==> config.mk <==
export PLATFORM = sky130hd
export DESIGN_NAME = shift_reg_piso_tx
export DESIGN_NICKNAME = d
export VERILOG_FILES = /design/src/rtl/shift_reg_piso_tx.sv
export SDC_FILE = /design/constraint.sdc
export NUM_CORES = 1
export LEC_CHECK = 0
export ABC_CLOCK_PERIOD_IN_PS = 1890
export CELL_PAD_IN_SITES_DETAIL_PLACEMENT = 0
export CELL_PAD_IN_SITES_GLOBAL_PLACEMENT = 2
export CORE_UTILIZATION = 33
export DETAILED_ROUTE_END_ITERATION = 16
export PLACE_DENSITY = 0.85
export SLEW_MARGIN = 25
export SYNTH_ARGS = -nofsm -noshare
export SYNTH_HDL_FRONTEND = slang
export SYNTH_SLANG_ARGS = --single-unit
==> constraint.sdc <==
create_clock -name clk -period 1.89 [get_ports clk]
set_input_delay 0.189 -clock clk [delete_from_list [all_inputs] [get_ports clk]]
set_output_delay 0.189 -clock clk [all_outputs]
set_load 0.02 [all_outputs]
==> src/rtl/shift_reg_piso_tx.sv <==
`default_nettype none
// ============================================================================
// Module      : shift_reg_piso_tx
// Description : Parallel-in/serial-out transmit serializer. It buffers one
//               word and shifts it out one bit per clock, optionally followed
//               by an even-parity bit, and marks the last bit of each frame.
// Revision    : 1.0 - initial release
// ============================================================================
module shift_reg_piso_tx #(
    parameter int WIDTH     = 4,
    parameter bit PARITY_EN = 1'b1,
    parameter bit MSB_FIRST = 1'b1
) (
    input  logic             clk,
    input  logic             reset,
    input  logic [WIDTH-1:0] din,
    input  logic             din_valid,
    output logic             din_ready,
    output logic             sout,
    output logic             sout_valid,
    output logic             sout_last,
    output logic             busy
);

    localparam int             c_CW       = $clog2(WIDTH + 1);
    localparam logic [c_CW-1:0] c_LAST_BIT = c_CW'(WIDTH - 1);

    localparam logic [1:0] c_S_IDLE  = 2'd0;
    localparam logic [1:0] c_S_SHIFT = 2'd1;
    localparam logic [1:0] c_S_PAR   = 2'd2;

    logic [1:0]       r_state;
    logic [1:0]       w_state_next;
    logic [WIDTH-1:0] r_hold;
    logic             r_hold_full;
    logic [WIDTH-1:0] r_shift;
    logic [c_CW-1:0]  r_cnt;
    logic             r_parity;

    logic             w_accept;
    logic             w_load;
    logic             w_frame_end;
    logic             w_last_data;
    logic             w_shift_out;
    logic [WIDTH-1:0] w_shift_next;

    // Shift direction decides which end of the shifter drives the line.
    generate
        if (MSB_FIRST) begin : g_msb_first
            assign w_shift_out  = r_shift[WIDTH-1];
            assign w_shift_next = {r_shift[WIDTH-2:0], 1'b0};
        end else begin : g_lsb_first
            assign w_shift_out  = r_shift[0];
            assign w_shift_next = {1'b0, r_shift[WIDTH-1:1]};
        end
    endgenerate

    assign din_ready   = !r_hold_full && !reset;
    assign w_accept    = din_valid && din_ready;
    assign w_last_data = (r_state == c_S_SHIFT) && (r_cnt == c_LAST_BIT);

    always_comb begin
        w_state_next = r_state;
        w_frame_end  = 1'b0;
        w_load       = 1'b0;
        case (r_state)
            c_S_IDLE: begin
                if (r_hold_full) begin
                    w_load       = 1'b1;
                    w_state_next = c_S_SHIFT;
                end
            end
            c_S_SHIFT: begin
                if (r_cnt == c_LAST_BIT) begin
                    if (PARITY_EN) begin
                        w_state_next = c_S_PAR;
                    end else begin
                        w_frame_end = 1'b1;
                    end
                end
            end
            c_S_PAR: begin
                w_frame_end = 1'b1;
            end
            default: begin
                w_state_next = c_S_IDLE;
            end
        endcase
        // A held word at frame end reloads straight into SHIFT, so frames abut.
        if (w_frame_end) begin
            if (r_hold_full) begin
                w_load       = 1'b1;
                w_state_next = c_S_SHIFT;
            end else begin
                w_state_next = c_S_IDLE;
            end
        end
    end

    always_ff @(posedge clk or posedge reset) begin
        if (reset) begin
            r_state <= c_S_IDLE;
        end else begin
            r_state <= w_state_next;
        end
    end

    always_ff @(posedge clk or posedge reset) begin
        if (reset) begin
            r_hold      <= '0;
            r_hold_full <= 1'b0;
            r_shift     <= '0;
            r_cnt       <= '0;
            r_parity    <= 1'b0;
        end else begin
            // Accept and load are mutually exclusive: accept needs an empty hold.
            if (w_accept) begin
                r_hold      <= din;
                r_hold_full <= 1'b1;
            end else if (w_load) begin
                r_hold_full <= 1'b0;
            end

            if (w_load) begin
                r_shift  <= r_hold;
                r_parity <= ^r_hold;
                r_cnt    <= '0;
            end else if (r_state == c_S_SHIFT) begin
                r_shift <= w_shift_next;
                r_cnt   <= r_cnt + 1'b1;
            end
        end
    end

    assign sout_valid = (r_state == c_S_SHIFT) || (r_state == c_S_PAR);
    assign sout_last  = (w_last_data && !PARITY_EN) || (r_state == c_S_PAR);
    assign sout       = (r_state == c_S_SHIFT) ? w_shift_out :
                        (r_state == c_S_PAR)   ? r_parity    : 1'b0;
    assign busy       = (r_state != c_S_IDLE) || r_hold_full;

endmodule
`default_nettype wire

==> impl_metrics.py, run 1 <==
metrics = {
    "route": {
        "drt-initial-drc-count": 6,
        "wl_per_cell_um": 12.1,
        "firstDrtPassIters": 4,
        "drc": 0,
        "routed_via_density": 4.84,
        "vias": 566,
        "routed_wl_um": 1420,
        "antenna_left": 0,
    },
    "sta": {
        "rsz0062_at_grt": "no",
        "fin_ws_ns": 0.188,
        "slew_violations": 0,
        "final.setup.tns_ns": 0,
        "fin_skew_ns": 0.00295,
        "tightest_slew_ns": 0.558,
        "period_share": 0.901,
        "finalHoldViolCount": 0,
        "slew_headroom": 0.627,
        "fin_crit_ns": 1.70,
        "max_freq_mhz": 588,
        "hold_ws_ns": 0.300,
        "setup_violations": 0,
    },
    "layout": {
        "area_delta_synth_final_pct": 22.0,
        "drive_gt1_frac": 0.124,
        "finalInstanceArea_um2": 977,
        "layout_commonest_cell": "dfrtp_1",
        "nNetsFinal": 103,
        "diodes": 0,
        "nFillCells": 244,
        "final_cell_mix": "15 x dfrtp_1, 12 x o21ai_0, 7 x clkdlybuf4s50_1, 6 x ha_1",
    },
    "logic_synthesis": {
        "synthAdderAreaFrac": 0.0938,
        "netlist.top_cell.by_area": "dfrtp_1",
        "synth.area.mux_share": 0.113,
        "synth-seq-cells": 15,
        "synth.net_count": 87,
        "synth_top_family_by_area": "compound AO/OA/AOI/OAI gates",
        "synth_top_area_frac": 0.469,
        "synth_warnings": 0,
        "synth_compound_area_frac": 0.147,
        "syn_area_um2": 801,
        "syn_inst": 74,
        "synth_xor_area_frac": 0.0328,
        "yosysSeqAreaShare": 0.469,
        "synth-simple-area-share": 0.102,
        "synth_area_per_cell_um2": 10.8,
        "synthTopCellsByArea": "dfrtp_1 47%, ha_1 9.4%, o21ai_0 7.5%",
        "yosysUniqueCellTypes": 23,
    },
    "die": {
        "ios": 12,
        "std_cell_rows": 17,
        "initial_core_util": 0.355,
        "fp.dieH_um": 51.3,
        "core_area_um2": 2250,
        "dieWidth_um": 51.3,
        "die-area_um2": 2630,
    },
    "setup_path": {
        "critPathTopFamily": "buffers and inverters",
        "critPathMaxFanout": 4,
        "cp_cell_sequence": "inv_1, ha_1, nand2_1, o21ai_0, dlygate4sd2_1",
        "max_stage_delay_ns": 0.40,
        "worst_path_max_delay_cell": "dfrtp_1",
        "r2r_start": "r_state[0]$_DFFE_PP0P_",
        "ff2ff_setup_slack_ns": 0.21,
        "crit_path_start_kind": "flip-flop",
        "crit_arrival_ns": 1.51,
        "path_buf_inv": 2,
        "worstSetupEndpointType": "output port",
        "path_class": "flip-flop to output port",
        "crit_required_ns": 1.70,
        "reg2regPathDepth": 5,
        "r2r-end": "r_cnt[1]$_DFFE_PP0P_",
    },
    "grt": {
        "grt_pass1_vias": 593,
        "antenna_found_initial": 0,
        "grt_pass1_wl_um": 2690,
        "grt_usage": 0.143,
        "overflow": 0,
        "grt_max_degree": 16,
    },
    "power": {
        "total_power_uw": 1540,
        "vdd_drop_max_v": 0.000717,
        "p_leak_uw": 0.000477,
        "p_per_area_nw_per_um2": 1580,
    },
    "clock_network": {
        "cts_max_path_buffers": 2,
        "ctsRootBufferMaster": "clkbuf_4",
        "clk_latency_ns": 0.28,
        "htreeDepth": 1,
        "cts.clk_slew.worst_paths_ns": 0.08,
        "cts_sinks": 15,
        "cts_tree": "yes",
        "cts_hold_buf": 0,
        "cts_made_buffers": 3,
        "cts_setup_buffers": 0,
    },
    "placement": {
        "placed_cell_area_um2": 945,
        "io_buffers": 11,
        "place_ws_ns": 0.195,
        "gp_congestion": 0.722,
        "dp_hpwl_um": 1120,
    },
    "min_path": {
        "hp-class": "input pin to async pin",
    },
    "outcome": {
        "outcome": "finished clean",
    },
    "flow_run": {
        "cap_violations": 0,
    },
}
-- Yosys cell counts, drive strengths merged --
| library cell | n |
|---|---|
| dfrtp | 15 |
| o21ai | 13 |
| ha | 6 |
| inv | 5 |
| nand2 | 5 |
| mux2 | 4 |
| nor2 | 4 |
| mux2i | 3 |
| nand3 | 3 |
| xnor2 | 3 |
| buf | 2 |
| nor3b | 2 |
| o21a | 2 |
| a21boi | 1 |
| a21o | 1 |
| a21oi | 1 |
| a22o | 1 |
| and2 | 1 |
| nand2b | 1 |
| o2bb2ai | 1 |
-- final cells by class --
class	count	area, um^2	share of cell area
Inverter	5	18.8	0.0192
Sequential cell	15	375	0.384
Timing Repair Buffer	13	131	0.134
Multi-Input combinational cell	52	390	0.399
Clock buffer	4	26.3	0.0269
Tap cell	28	35.0	0.0359
-- repair_timing --
| item | 4_1_cts | 5_1_grt |
|---|---|---|
| hold endpoints to repair | 0 | 0 |
| endpoints found under the setup margin | 1 | 3 |
| resized for setup | 1 | 3 |
-- cells by family (layout without fill, tap and decap cells) --
family / after synthesis / in the layout
compound gates: 20 / 20
xor+xnor: 3 / 3
fa+ha+maj: 6 / 6
buf+inv: 7 / 22
flops: 15 / 15
mux: 7 / 7
simple gates: 16 / 16
-- sequential cells by signal, indices dropped and copies added, names as in the netlist --
signal / flops
r_cnt: 3
r_hold: 4
r_hold_full: 1
r_parity: 1
r_shift: 4
r_state: 2
-- worst max path at each step --
stage | startpoint | to | slack, ns | cells after the start
global route | r_state[0]$_DFFE_PP0P_ | r_cnt[1]$_DFFE_PP0P_ | 0.02 | 5
finish | r_state[0]$_DFFE_PP0P_ | sout | 0.19 | 5
detailed placement | r_state[0]$_DFFE_PP0P_ | sout | 0.19 | 5
floorplan | r_state[0]$_DFFE_PP0P_ | r_cnt[1]$_DFFE_PP0P_ | 0.39 | 5
global placement | r_state[0]$_DFFE_PP0P_ | sout | 0.22 | 5
CTS | r_state[0]$_DFFE_PP0P_ | busy | 0.02 | 4
-- metrics by stage --
step           utilization  cells
6_report             0.433    117
2_1_floorplan            -     74
3_5_place_dp         0.419    113
4_1_cts              0.430    117
3_3_place_gp         0.419    113
5_1_grt              0.433    117
-- where the power goes --
part	total (uW)	switching, uW	internal (uW)
sequential	552	96.1	456
combinational	816	420	396
clock	177	95.0	81.9
total	1540	611	933
-- metal layers --
metal | vias up | share of wire | track usage
met5 | - | 0 | 0
met4 | 0 | 0.0085 | 0.0541
met3 | 2 | 0.037 | 0.0536
met2 | 11 | 0.46 | 0.221
met1 | 269 | 0.49 | 0.180
li1 | 284 | - | -
(Power assumes the default switching activity.)
==> inputs of run 2 (changes only) <==
Settings changed: CORE_UTILIZATION 33 to 35, CTS_BUF_LIST from default to sky130_fd_sc_hd__clkbuf_8, PLACE_DENSITY 0.85 to 0.88.
==> impl_metrics.py, run 2 (synthesis results as in run 1) <==
metrics = {
    "outcome": {
        "outcome": "finished clean",
    },
    "clock_network": {
        "cts_setup_buffers": 0,
        "cts_made_buffers": 3,
        "cts_tree": "yes",
        "ctsRootBufferMaster": "clkbuf_8",
        "cts_sinks": 15,
        "clk_latency_ns": 0.25,
        "htreeDepth": 1,
        "cts_max_path_buffers": 2,
        "cts.clk_slew.worst_paths_ns": 0.06,
    },
    "die": {
        "dieWidth_um": 49.8,
        "std_cell_rows": 16,
        "core_area_um2": 2060,
        "initial_core_util": 0.388,
        "ios": 12,
        "die-area_um2": 2480,
        "fp.dieH_um": 49.8,
    },
    "placement": {
        "place_ws_ns": 0.200,
        "dp_hpwl_um": 1080,
        "gp_congestion": 0.733,
        "io_buffers": 11,
        "placed_cell_area_um2": 943,
    },
    "setup_path": {
        "crit_path_start_kind": "flip-flop",
        "max_stage_delay_ns": 0.63,
        "crit_arrival_ns": 1.63,
        "worstSetupEndpointType": "output port",
        "crit_required_ns": 1.70,
        "reg2regPathDepth": 5,
        "critPathMaxFanout": 5,
        "cp_cell_sequence": "inv_1, ha_1, clkdlybuf4s50_1",
        "path_class": "flip-flop to output port",
        "r2r-end": "r_cnt[1]$_DFFE_PP0P_",
        "r2r_start": "r_state[0]$_DFFE_PP0P_",
        "worst_path_max_delay_cell": "clkdlybuf4s50_1",
        "ff2ff_setup_slack_ns": 0.19,
    },
    "route": {
        "wl_per_cell_um": 12.2,
        "vias": 585,
        "routed_via_density": 5.04,
        "firstDrtPassIters": 4,
        "drc": 0,
        "antenna_left": 0,
        "routed_wl_um": 1420,
        "drt-initial-drc-count": 8,
    },
    "layout": {
        "drive_gt1_frac": 0.135,
        "top_regs": "r_hold: 4 flops, r_shift: 4 flops, r_cnt: 3 flops",
        "final_cell_mix": "15 x dfrtp_1, 12 x o21ai_0, 9 x clkdlybuf4s50_1, 6 x ha_1",
        "finalInstanceArea_um2": 993,
        "nNetsFinal": 103,
        "nFillCells": 203,
        "area_delta_synth_final_pct": 24.1,
        "diodes": 0,
        "layout_commonest_cell": "dfrtp_1",
    },
    "sta": {
        "rsz0062_at_grt": "no",
        "slew_violations": 0,
        "fin_crit_ns": 1.82,
        "final.setup.tns_ns": 0,
        "slew_headroom": 0.627,
        "hold_ws_ns": 0.330,
        "fin_ws_ns": 0.0723,
        "fin_skew_ns": 0.00483,
        "tightest_slew_ns": 0.558,
        "max_freq_mhz": 550,
        "finalHoldViolCount": 0,
        "period_share": 0.962,
        "setup_violations": 0,
    },
    "grt": {
        "overflow": 0,
        "antenna_found_initial": 0,
        "grt_pass1_vias": 549,
        "grt_pass1_wl_um": 2450,
        "grt_usage": 0.135,
        "grt_max_degree": 16,
    },
    "power": {
        "netSwitchingPower_uw": 642,
        "p_per_area_nw_per_um2": 1660,
        "internal-power_uw": 1010,
        "p_clk_frac": 0.161,
        "p_seq_frac": 0.337,
        "vdd_drop_max_v": 0.000935,
        "combPwrFrac": 0.502,
        "switching_share": 0.389,
        "p_leak_uw": 0.000454,
    },
    "min_path": {
        "hp-class": "input pin to async pin",
    },
    "flow_run": {
        "cap_violations": 0,
    },
}
==> run 2: repair_timing <==
action,CTS,global route
gates cloned,0,0
hold buffers,0,0
resized for setup,1,1
setup endpoints to repair,1,1
==> run 2: area by class of cell <==
class	instances	area [um^2]	area share
multi-input cells	52	390	0.393
clock buffers	3	41.3	0.0416
clock inverters	1	7.51	0.00756
inverters	5	18.8	0.0189
repair buffers	13	126	0.127
well taps	27	33.8	0.0340
flip-flops and latches	15	375	0.378
==> run 2: critical path, delay by kind of cell (launching register included) <==
kind / cells / cell delay (ns)
adder cells (fa/ha/maj): 1 / 0.25
buffers and inverters: 2 / 0.73
flip-flops: 1 / 0.39
==> run 2: worst max-delay path by stage <==
stage	from	to	slack, ns	depth (start not counted)
after floorplan	r_state[0]$_DFFE_PP0P_	r_cnt[1]$_DFFE_PP0P_	0.39	5
after global placement	r_state[0]$_DFFE_PP0P_	sout	0.23	5
after detailed placement	r_state[0]$_DFFE_PP0P_	sout	0.20	5
after CTS	r_state[0]$_DFFE_PP0P_	sout_last	0.05	3
after global routing	r_state[0]$_DFFE_PP0P_	sout_last	0.006	3
final	r_state[0]$_DFFE_PP0P_	sout_last	0.07	3
==> run 2: metal layers <==
metal,track usage,share of wire,vias to the layer above
met4,0.0571,0.017,0
met2,0.203,0.45,10
met3,0.0556,0.044,4
met5,0,0,-
li1,-,-,287
met1,0.169,0.49,284
==> run 2: power by group through the flow <==
| stage | Sequential [uW] | Combinational (uW) | Clock, uW |
|---|---|---|---|
| 2_1_floorplan | 534 | 604 | 0 |
| 3_3_place_gp | 557 | 829 | 0 |
| 3_5_place_dp | 561 | 837 | 0 |
| 4_1_cts | 555 | 841 | 280 |
| 5_1_grt | 575 | 917 | 291 |
| 6_report | 556 | 828 | 266 |
==> run 2: per-stage QoR <==
step | total power [uW] | utilization | std cells
2_1_floorplan | 1140 | - | 74
3_5_place_dp | 1400 | 0.458 | 112
4_1_cts | 1680 | 0.481 | 116
5_1_grt | 1780 | 0.482 | 116
3_3_place_gp | 1390 | 0.458 | 112
6_report | 1650 | 0.482 | 116
